**config.mk**
```make
export PLATFORM = sky130hd
export DESIGN_NAME = obuf_a_data
export DESIGN_NICKNAME = d
export VERILOG_FILES = /design/src/rtl/obuf_a_data.sv
export SDC_FILE = /design/constraint.sdc
export NUM_CORES = 1
export LEC_CHECK = 0
export BUFFER_PORTS_ARGS = -buffer_cell sky130_fd_sc_hd__buf_2
export CORE_AREA = 4 4 88 90
export CTS_CLUSTER_SIZE = 14
export DETAILED_ROUTE_END_ITERATION = 8
export DIE_AREA = 0 0 92 94
export GPL_TIMING_DRIVEN = 0
export PLACE_DENSITY_LB_ADDON = 0.15
export SLEW_MARGIN = 20
export SYNTH_ARGS = -nofsm -noshare
export SYNTH_HDL_FRONTEND = slang
export SYNTH_SLANG_ARGS = --single-unit
```
**constraint.sdc**
```tcl
create_clock -name clk -period 1.45 [get_ports clk]
set_input_delay 0.2175 -clock clk [delete_from_list [all_inputs] [get_ports clk]]
set_output_delay 0.2175 -clock clk [all_outputs]
set_load 0.05 [all_outputs]
```
**src/rtl/obuf_a_data.sv**
```systemverilog
// Output buffer toward a neighbour router. It is a DEPTH-entry FIFO with registered ready/valid.
// Optional stall counter output stall_cnt is enabled by defining OBUF_A_STALL_CNT_EN.
module obuf_a_data #(
  parameter int unsigned PYLD_W = 17,
  parameter int unsigned DEPTH  = 2
) (
  input  logic              clk,
  input  logic              rst_n,
  input  logic              pg_en,
  input  logic              xbar_vld,
  input  logic [PYLD_W-1:0] payload_i,
  output logic              obuf_rdy,
  output logic              tx_vld,
  output logic [PYLD_W-1:0] tx_payload,
  input  logic              tx_rdy
`ifdef OBUF_A_STALL_CNT_EN
  ,
  output logic [7:0]        stall_cnt
`endif
);

  localparam int unsigned AW       = $clog2(DEPTH);
  localparam logic [AW:0] FULL_CNT = DEPTH[AW:0];

  logic [PYLD_W-1:0] mem [DEPTH];
  logic [AW-1:0]     wr_ptr;
  logic [AW-1:0]     rd_ptr;
  logic [AW:0]       count;
  logic              push;
  logic              pop;

  // Handshakes depend only on registered state and pg_en, so there is no tx_rdy->obuf_rdy path.
  always_comb begin
    obuf_rdy   = (count != FULL_CNT) & ~pg_en;
    tx_vld     = (count != '0) & ~pg_en;
    tx_payload = mem[rd_ptr];
    push       = xbar_vld & obuf_rdy;
    pop        = tx_vld & tx_rdy;
  end

  always_ff @(posedge clk or negedge rst_n) begin
    if (!rst_n) begin
      mem    <= '{default: '0};
      wr_ptr <= '0;
      rd_ptr <= '0;
      count  <= '0;
    end else begin
      if (push) begin
        mem[wr_ptr] <= payload_i;
        wr_ptr      <= wr_ptr + AW'(1);
      end
      if (pop) begin
        rd_ptr <= rd_ptr + AW'(1);
      end
      case ({push, pop})
        2'b10:   count <= count + (AW+1)'(1);
        2'b01:   count <= count - (AW+1)'(1);
        default: count <= count;
      endcase
    end
  end

`ifdef OBUF_A_STALL_CNT_EN
  always_ff @(posedge clk or negedge rst_n) begin
    if (!rst_n) begin
      stall_cnt <= '0;
    end else if (pg_en) begin
      stall_cnt <= stall_cnt;
    end else if (pop) begin
      stall_cnt <= '0;
    end else if (tx_vld && !tx_rdy && stall_cnt != 8'hFF) begin
      stall_cnt <= stall_cnt + 8'd1;
    end
  end
`endif

endmodule

```
# [After elaboration in Yosys (flattened, before gate mapping)]
# Cells that the tools add are included.
[op_classes] addsub=4 n_lt_le_gt_ge=3 eq_ne=3 muxes=7 n_bitwise=7 n_reduce_logical=3
[op_table] op="$mux 17" n=4
[op_table] op="$bwmux 34" n=1
[op_table] op="$demux 17 s1" n=1
[op_table] op="$and 1x1->1" n=4
[op_table] op="$ge 2x2->1 const B" n=2
[op_table] op="$not 1->2" n=2
[op_table] op="$pmux 2 s2" n=1
[op_table] op="$reduce_bool 2->1" n=2
[op_table] op="$add 1x1->1 const B" n=2
[op_table] op="$add 2x1->2 const B" n=1
[op_table] op="$eq 2x1->1 const B" n=1
[op_table] op="$eq 2x2->1 const B" n=1
[op_table] op="$lt 2x1->1 const B" n=1
[op_table] op="$ne 2x2->1 const B" n=1
[op_table] op="$sub 2x1->2 const B" n=1
[op_table] op="$logic_and 1x1->1" n=1
[op_table] op="$not 1->1" n=1
[word_totals] regBits=38 in_bits=22 output_inout_bits=19 elab_cells=32

# [Longest topological paths before layout]
# Gate-level depths: netlist (run 1).
[depth] depth_word=6 mapped_depth=6 ltp_nobuf=6

# [Worst setup path before layout (run 1)]
# OpenSTA, ideal clock, no wires.
[synth_timing] kind="flip-flop to flip-flop" start="reg count[0]" end="reg count[1]" setup_time_ps=79 arrival_ps=1509 required_time_ps=1371 slack_ps=-138 path_stages_with_launch=6 path_buffers=0 synth_period_minus_slack_ps=1588 path_cell_list="dfrtp_1 o21ba_2 and2_1 ha_1 nor2_1 xor2_1"
[synth_via] elab_chain_cells=5 elab_cells_between_ends=12 classes_between="add/sub: 2; eq/ne: 3; mux: 1; bitwise: 4; reduce/logical: 2"
[synth_rtl] item="start: declaration" line_no="28" text="logic [AW:0] count;"
[synth_rtl] item="start signal: assignment" line_no="56" text="2'b10: count <= count + (AW+1)'(1);"
[synth_rtl] item="start signal: assignment" line_no="57" text="2'b01: count <= count - (AW+1)'(1);"
[synth_rtl] item="start signal: assignment" line_no="58" text="default: count <= count;"
[synth_rtl] item="$reduce_bool 2->1 (*)" line_no="35" text="tx_vld = (count != '0) & ~pg_en;"
[synth_rtl] item="$and 1x1->1 (*)" line_no="35"
[synth_rtl] item="net tx_vld" line_no="13" text="output logic tx_vld,"
[synth_rtl] item="$and 1x1->1 (*)" line_no="38" text="pop = tx_vld & tx_rdy;"
[synth_rtl] item="net pop" line_no="30" text="logic pop;"
[synth_rtl] item="$eq 2x1->1 or $eq 2x2->1 (tied branches)" line_no="55" text="case ({push, pop})"
[synth_rtl] item="$pmux 2 s2 or $reduce_bool 2->1 (tied branches)"
# The timed path passes the listed nets; every way through them passes the cells marked *.
# A chain may end at the register's enable or synchronous reset.

# [Worst setup path in the final report (run 1)]
[layout_timing] start="reg rd_ptr" end="out tx_payload[11]"
[layout_via] elab_chain_cells=4
[layout_rtl] item="start: declaration" line_no="27" text="logic [AW-1:0] rd_ptr;"
[layout_rtl] item="start signal: assignment" line_no="53" text="rd_ptr <= rd_ptr + AW'(1);"
[layout_rtl] item="$not 1->2 (not written as such)" line_no="36" text="tx_payload = mem[rd_ptr];"
[layout_rtl] item="$mux 17 (not written as such) (3 in a row)" line_no="36"
[layout_rtl] item="end: declaration" line_no="14" text="output logic [PYLD_W-1:0] tx_payload,"
# No other way between the ends. The select of a mux whose other input is x is not followed.

==> results of run 1 <==
## critical path, delay by kind of cell, from the launching register on
family	cells	cell delay [ns]
buffers and inverters	3	0.44
flip-flops	1	0.39
multiplexers	1	0.30
## per-stage QoR
stage                     setup TNS, ns  setup slack, ns  cell area, sq um  hold slack (ns)
final                             -3.22           -0.197              2790           0.0438
after detailed placement          -8.81           -0.364              2020            0.393
after global routing              -5.64           -0.263              2790            0.109
after CTS                         -3.83           -0.200              2570           0.0675
after global placement            -8.40           -0.357              2020            0.361
after floorplan                   -1.03          -0.0951              1700          -0.0781
## sequential cells by signal (all words and copies together), names as in the netlist
signal	flops
wr_ptr	1
count	2
rd_ptr	1
mem	34
## logic make-up after synthesis
logic type | share of synthesized area (%)
adders and majority gates | 0.740
buffers and inverters | 1.85
muxes | 34.0
and+or+nand+nor | 4.00
AOI/OAI and AO/OA | 0.592
xor gates and xnor gates | 2.59
DFF | 56.3
## per-layer routing
layer  up-vias  wire length (um)  GRT usage (%)  share of wire [%]
li1        522                 -              -                  -
met1       579              1970           12.7                 46
met2        29              2010           15.8                 47
met3         8               232           3.13                5.4
met4         0                53           3.71                1.2
met5         -                 0              0                  0
## power by group through the flow
stage	sequential [uW]	clock [uW]	combinational (uW)
floorplan	1820	0	2660
global placement	1870	0	3190
detailed placement	1910	0	3230
CTS	1900	932	4510
global route	2020	993	5420
finish	1940	892	5180
## cell usage after synthesis
| cell | number |
|---|---|
| mux2_2 | 51 |
| dfrtp_1 | 38 |
| xnor2_1 | 3 |
| nor2_1 | 2 |
| xor2_1 | 2 |
| and2_1 | 1 |
| and2b_2 | 1 |
| buf_2 | 1 |
| buf_4 | 1 |
| buf_8 | 1 |
| clkbuf_1 | 1 |
| ha_1 | 1 |
| nand2_1 | 1 |
| nand2b_1 | 1 |
| nand3_2 | 1 |
| nor2b_1 | 1 |
| nor3b_4 | 1 |
| o21ba_2 | 1 |
## cell type report
class	instances	area share (%)
multi-input cells	67	33.3
repair buffers	63	22.2
clock inverters	3	1.44
clock buffers	5	2.47
well taps	99	4.45
plain buffers	3	1.98
flip-flops and latches	38	34.2
## what timing repair did
action,in CTS,in global routing
pin swaps,6,2
hold buffers,0,0
setup buffers,15,7
gates resized for setup,82,44
endpoints found under the hold margin,0,0
cloned,1,2
endpoints found under the setup margin,46,54
## worst paths after layout
path / to / cells past startpoint
worst max-delay path: tx_payload[11] / 4
worst min-delay path: mem[28] / 1
worst max register to register: count[1] / 7
worst min register to register: mem[15] / 1
max in group asynchronous: count[1] / 1
min in group clk: mem[9] / 2
==> results.sh, run 1 <==
export IMPL_cp_required_ns=1.23
export IMPL_vias=1138
export IMPL_final_cells=278
export IMPL_ys_types=18
export IMPL_wl_per_cell_um=15.3
export IMPL_cap_violations=0
export IMPL_synthCells=109
export IMPL_chipHeight_um=94
export IMPL_h_tree_depth=2
export IMPL_dieArea_sq_um=8650
export IMPL_clock_tree_root_cell="clkbuf_8"
export IMPL_min_period_over_period_pct=114
export IMPL_yosys_area_top_type_share_pct=56.3
export IMPL_core_area_sq_um=7060
export IMPL_p_leak_uw=0.00135
export IMPL_final_nets=201
export IMPL_grtUsageTotal_pct=9.96
export IMPL_worstPathArrival_ns=1.43
export IMPL_final_common_cell="mux2_4"
export IMPL_fin_worst_skew_ns=0.0109
export IMPL_yosysSeqAreaShare_pct=56.3
export IMPL_antenna_found_initial=0
export IMPL_mostFrequentLayoutCells="mux2_4, dfrtp_1, buf_2"
export IMPL_dpl_hpwl_mm=2.43
export IMPL_power_frac_comb_pct=64.7
export IMPL_drt_pass1_iter_count=3
export IMPL_status="finished, violations left"
export IMPL_antenna_cells=0
export IMPL_synth_seq_cells=38
export IMPL_drive_gt1_share_pct=77.1
export IMPL_drc=0
export IMPL_yosysWarningCount=0
export IMPL_numCtsBuffers=5
export IMPL_r2r_start="count[1]"
export IMPL_crit_top_cell="buf_8"
export IMPL_path_clk_slew_ns=0.08
export IMPL_final_min_clock_period_ns=1.65
export IMPL_cp_max_fo=5
export IMPL_viasPerCell=4.09
export IMPL_cpMaxStageDelayCell="dfrtp_1"
export IMPL_drt_iter0_drc=9
export IMPL_io_pins=41
export IMPL_maxSlewViolCount=0
export IMPL_p_per_area_nw_per_um2=2880
export IMPL_yosysTopAreaCell="dfrtp_1"
export IMPL_grt_pass1_vias=1308
export IMPL_multiInputGateArea_sq_um=927
export IMPL_register_area_sq_um=953
export IMPL_fill_cells=698
export IMPL_grt_ovfl_total=0
export IMPL_cp_start_kind="flip-flop"
export IMPL_regToRegSetupSlack_ns=-0.07
export IMPL_fin_ws_ns=-0.197
export IMPL_max_slew_margin_pct=40.6
export IMPL_grt_max_degree=39
export IMPL_cp_startpoint="rd_ptr"
export IMPL_worstSetupPathType="flip-flop to output port"
export IMPL_synth_fp_nets=132
export IMPL_crit_path_end_kind="output port"
export IMPL_critPathMaxStageDelay_ns=0.39
export IMPL_power_frac_seq_pct=24.2
export IMPL_syn_mean_instance_area_sq_um=15.5
export IMPL_rsz0062_at_grt="yes"
export IMPL_gp_congestion=0.649
export IMPL_dp_cells=248
export IMPL_vdd_ir_drop_max_mv=0.969
export IMPL_switching_share_pct=39.1
export IMPL_clock_path_buffers=2
export IMPL_port_buffers=40
export IMPL_start_util_pct=23.9
export IMPL_grt_pass1_wl_mm=6.63
export IMPL_cp_cell_sequence="buf_8 > clkbuf_16 > mux2_4 > buf_8"
export IMPL_rows=31
export IMPL_p_int_uw=4880
export IMPL_p_sw_uw=3130
export IMPL_ant_nets=0
export IMPL_max_freq_mhz=607
export IMPL_finalSetupViolations=36
export IMPL_synth_area_leaders="dfrtp_1, mux2_2, xnor2_1"
export IMPL_die_width_um=92
export IMPL_insertion_delay_ns=0.30
export IMPL_clock_sinks=38
export IMPL_worst_pin_slew_ns=0.891
export IMPL_utilization_pct=39.5
export IMPL_synth_area_sq_um=1690
export IMPL_syn_to_final_growth_pct=64.8
export IMPL_cts_tree="done"
export IMPL_wl_mm=4.26
export IMPL_clock_power_share_pct=11.1
export IMPL_fin_total_pwr_uw=8010
export IMPL_violations="setup timing"
export IMPL_hold_path_class="primary input to async pin"
export IMPL_hold_viol_final=0
No activity file was read; power rests on OpenSTA's default activity.
==> run 2, diff against run 1 <==
GPL_ROUTABILITY_DRIVEN = 1   (was unset)
SETUP_SLACK_MARGIN = 0.3   (was unset)
==> results.sh, run 2 (synthesis results as in run 1) <==
export IMPL_final_min_clock_period_ns=1.64
export IMPL_grtUsageTotal_pct=9.71
export IMPL_cp_max_fo=5
export IMPL_drc=0
export IMPL_worstPathArrival_ns=1.42
export IMPL_fin_area_sq_um=2810
export IMPL_start_util_pct=23.9
export IMPL_crit_top_cell="buf_8"
export IMPL_reg2reg_depth=5
export IMPL_rsz0062_at_grt="yes"
export IMPL_rows=31
export IMPL_cp_num_buf_inv=3
export IMPL_fin_ws_ns=-0.189
export IMPL_reg_largest_list="mem: 34 flops, count: 2 flops"
export IMPL_fin_worst_skew_ns=0.00411
export IMPL_holdBufCountCts=0
export IMPL_postPlaceCellArea_sq_um=2150
export IMPL_antenna_cells=0
export IMPL_numCtsBuffers=5
export IMPL_wl_mm=3.98
export IMPL_clock_sinks=38
export IMPL_drt_iter0_drc=9
export IMPL_maxSlewViolCount=0
export IMPL_cp_cell_sequence="buf_8 > buf_12 > mux2_4 > buf_8"
export IMPL_drive_gt1_share_pct=75.3
export IMPL_h_tree_depth=2
export IMPL_p_per_area_nw_per_um2=2810
export IMPL_mostFrequentLayoutCells="mux2_4, dfrtp_1, buf_2"
export IMPL_cp_start_kind="flip-flop"
export IMPL_chipHeight_um=94
export IMPL_port_buffers=40
export IMPL_path_delay_family="buffers and inverters"
export IMPL_cap_violations=0
export IMPL_ant_nets=0
export IMPL_antenna_found_initial=0
export IMPL_violations="setup timing"
export IMPL_dieArea_sq_um=8650
export IMPL_grt_pass1_wl_mm=6.42
export IMPL_largest_reg_flops=34
export IMPL_max_freq_mhz=610
export IMPL_grt_max_degree=39
export IMPL_viasPerCell=4.02
export IMPL_drt_pass1_iter_count=3
export IMPL_worst_pin_slew_ns=0.840
export IMPL_core_area_sq_um=7060
export IMPL_grt_pass1_vias=1222
export IMPL_dpl_hpwl_mm=2.49
export IMPL_worstSetupPathType="flip-flop to output port"
export IMPL_crit_path_end_kind="output port"
export IMPL_crit_cells=4
export IMPL_utilization_pct=39.9
export IMPL_vdd_ir_drop_max_mv=0.878
export IMPL_die_width_um=92
export IMPL_min_period_over_period_pct=113
export IMPL_status="finished, violations left"
export IMPL_clock_tree_root_cell="clkbuf_8"
export IMPL_final_common_cell="mux2_4"
export IMPL_final_nets=200
export IMPL_vias=1114
export IMPL_grt_ovfl_total=0
export IMPL_dp_slack_ns=-0.342
export IMPL_cts_tree="done"
export IMPL_path_clk_slew_ns=0.07
export IMPL_cp_required_ns=1.23
export IMPL_syn_to_final_growth_pct=66.5
export IMPL_critPathMaxStageDelay_ns=0.40
export IMPL_insertion_delay_ns=0.29
export IMPL_holdWs_ns=0.0299
export IMPL_gp_congestion=0.666
export IMPL_hold_viol_final=0
export IMPL_top_register="mem"
export IMPL_hold_path_class="primary input to async pin"
export IMPL_wl_per_cell_um=14.4
export IMPL_max_slew_margin_pct=44.0
export IMPL_p_leak_uw=0.00136
export IMPL_cpMaxStageDelayCell="dfrtp_1"
export IMPL_clock_path_buffers=2
export IMPL_io_pins=41
export IMPL_finalSetupViolations=32
-- run 2: cell count changes in the layout (fill, tap and decap cells not counted), sizes merged --
| cell | before | now |
|---|---|---|
| buf | 64 | 65 |
| bufinv | 1 | 0 |
| clkinv | 2 | 1 |
-- run 2: layout make-up --
| class | instances | area, sq um |
|---|---|---|
| multi-input combinational | 67 | 940 |
| buffer | 4 | 70.1 |
| fill | 677 | 4250 |
| timing repair buffer | 61 | 637 |
| clock inverter | 1 | 5.00 |
| clock buffer | 7 | 86.3 |
| sequential | 38 | 952 |
| tap | 99 | 124 |
-- run 2: stage by stage --
stage	setup TNS [ns]	std cells	power, uW
final	-3.39	277	7910
after global routing	-5.05	277	8270
after CTS	-3.91	273	7820
after floorplan	-0.831	109	4860
after detailed placement	-5.13	248	5520
after global placement	-4.73	248	5430
-- run 2: per-layer routing --
layer | part of all wire, % | vias up | wire [um] | GRT usage [%]
met2 | 49 | 26 | 1950 | 15.5
met1 | 45 | 560 | 1780 | 12.3
met4 | 1.6 | 0 | 63 | 4.08
met5 | 0 | - | 0 | 0
met3 | 4.7 | 6 | 188 | 2.96
li1 | - | 522 | - | -
-- run 2: worst register-to-register path: stages (launching register included) --
cell and delay (ns):
dfrtp_1 0.40, nor2b_4 0.15, nor3b_4 0.25, buf_6 0.16
buf_8 0.13, mux2_4 0.30
-- run 2: path summary, 6_finish.rpt --
path | from | end | slack (ns)
worst max-delay path | rd_ptr | tx_payload[0] | -0.19
worst min-delay path | rst_n | mem[22] | 0.03
worst max register to register | count[1] | mem[25] | -0.05
worst min register to register | mem[6] | mem[6] | 0.50
max in group asynchronous | rst_n | count[0] | 0.83
min in group clk | payload_i[12] | mem[29] | 0.18
-- run 2: timing repair --
action	CTS	global route
pin swaps	4	1
endpoints found under the setup margin	55	55
cloned	4	0
setup buffers	13	4
gates resized for setup	86	10
-- run 2: power by group --
group | total [uW] | switching (uW) | internal (uW)
combinational | 5230 | 2410 | 2820
clock | 737 | 354 | 383
sequential | 1940 | 332 | 1610
==> run 3, diff against run 2 <==
CTS_BUF_LIST = sky130_fd_sc_hd__clkbuf_16   (was unset)
==> results.sh, run 3 (synthesis results as in run 1) <==
export IMPL_status="finished, violations left"
export IMPL_violations="setup timing"
export IMPL_mostFrequentLayoutCells="mux2_4, dfrtp_1, buf_2"
export IMPL_die_width_um=92
export IMPL_vias=1119
export IMPL_port_buffers=40
export IMPL_chipHeight_um=94
export IMPL_cap_violations=0
export IMPL_antenna_cells=0
export IMPL_core_area_sq_um=7060
export IMPL_min_period_over_period_pct=112
export IMPL_grt_pass1_wl_mm=6.64
export IMPL_clock_path_buffers=2
export IMPL_vdd_ir_drop_max_mv=0.889
export IMPL_fill_cells=671
export IMPL_register_area_sq_um=952
export IMPL_syn_to_final_growth_pct=68.9
export IMPL_hold_viol_final=0
export IMPL_maxSlewViolCount=0
export IMPL_insertion_delay_ns=0.27
export IMPL_worst_pin_slew_ns=0.847
export IMPL_start_util_pct=23.9
export IMPL_top_register="mem"
export IMPL_rows=31
export IMPL_utilization_pct=40.4
export IMPL_p_leak_uw=0.00138
export IMPL_holdBufCountCts=0
export IMPL_max_slew_margin_pct=43.5
export IMPL_grt_max_degree=39
export IMPL_numCtsBuffers=5
export IMPL_cp_max_fo=5
export IMPL_clock_sinks=38
export IMPL_hold_path_class="primary input to async pin"
export IMPL_fin_worst_skew_ns=0.00184
export IMPL_drt_pass1_iter_count=3
export IMPL_io_pins=41
export IMPL_holdWs_ns=0.0508
export IMPL_clock_tree_root_cell="clkbuf_16"
export IMPL_final_cells=277
export IMPL_dp_cells=248
export IMPL_finalSetupViolations=32
export IMPL_wl_per_cell_um=14.7
export IMPL_crit_path_end_kind="output port"
export IMPL_cts_tree="done"
export IMPL_final_nets=200
export IMPL_drt_iter0_drc=8
export IMPL_grt_pass1_vias=1261
export IMPL_fin_ws_ns=-0.175
export IMPL_met1_length_mm=1.79
export IMPL_worstSetupPathType="flip-flop to output port"
export IMPL_highest_layer="met4"
export IMPL_wl_mm=4.06
export IMPL_worstPathArrival_ns=1.41
export IMPL_largest_reg_flops=34
export IMPL_regToRegSetupSlack_ns=-0.06
export IMPL_max_freq_mhz=615
export IMPL_grt_ovfl_total=0
export IMPL_p_per_area_nw_per_um2=2850
export IMPL_drive_gt1_share_pct=75.8
export IMPL_dpl_hpwl_mm=2.49
export IMPL_reg_largest_list="mem: 34 flops, count: 2 flops"
export IMPL_grtUsageTotal_pct=10.0
export IMPL_viasPerCell=4.04
export IMPL_drc=0
export IMPL_dieArea_sq_um=8650
export IMPL_ant_nets=0
export IMPL_antenna_found_initial=0
export IMPL_wl_met3_um=189
export IMPL_cp_required_ns=1.23
export IMPL_path_clk_slew_ns=0.05
export IMPL_h_tree_depth=2
export IMPL_gp_congestion=0.666
export IMPL_final_common_cell="mux2_4"
export IMPL_routed_wl_met2_mm=2.04
export IMPL_rsz0062_at_grt="yes"
export IMPL_final_min_clock_period_ns=1.62
export IMPL_multiInputGateArea_sq_um=946
export IMPL_cp_start_kind="flip-flop"
[run 3: changes by cell type in the layout (fill, tap and decap cells not counted), moves of 3 or more]
cell / previous run / this run
buf_8: 13 / 10
clkbuf_16: 0 / 5
buf_6: 17 / 20
clkbuf_8: 6 / 0
[run 3: metal layers]
layer	vias to the layer above	track usage [%]
met5	-	0
met4	0	3.34
met3	4	3.21
met2	26	16.4
met1	565	12.6
li1	524	-
[run 3: power breakdown]
group	switching [uW]	internal [uW]	leakage, uW
registers	330	1610	0.000450
clock network	386	620	0.0000724
logic	2430	2770	0.000862
[run 3: layout make-up]
class / count / share of cell area, %
flip-flops and latches: 38 / 33.3
multi-input cells: 67 / 33.1
plain buffers: 4 / 2.45
clock buffers: 5 / 4.38
well taps: 99 / 4.34
repair buffers: 61 / 21.9
clock inverters: 3 / 0.438
[run 3: worst max-delay path, cell delays in order, from the launching register on]
cell     delay [ns]
dfrtp_1        0.39
buf_8          0.14
buf_12         0.13
mux2_4         0.31
buf_8          0.15
[run 3: worst paths after layout]
path | start | end | depth (start not counted)
hold / removal | rst_n | mem[3] | 1
setup reg to reg | count[1] | count[1] | 7
min in group clk | payload_i[12] | mem[29] | 2
hold reg to reg | mem[6] | mem[6] | 1
max in group asynchronous | rst_n | count[0] | 1
setup / recovery | rd_ptr | tx_payload[0] | 4
[run 3: timing repair]
item | CTS | global route
setup buffers | 13 | 4
gates resized for setup | 86 | 8
pin swaps | 4 | 2
gates cloned | 4 | 0
endpoints found under the setup margin | 55 | 56
[run 3: metrics by stage]
step	total power [uW]	setup TNS, ns	cell area (sq um)	worst slack (ns)
2_1_floorplan	4860	-0.831	1820	-0.0801
3_3_place_gp	5430	-4.73	2150	-0.333
3_5_place_dp	5520	-5.13	2150	-0.342
4_1_cts	8070	-3.44	2800	-0.198
5_1_grt	8520	-4.54	2860	-0.199
6_report	8140	-3.02	2860	-0.175
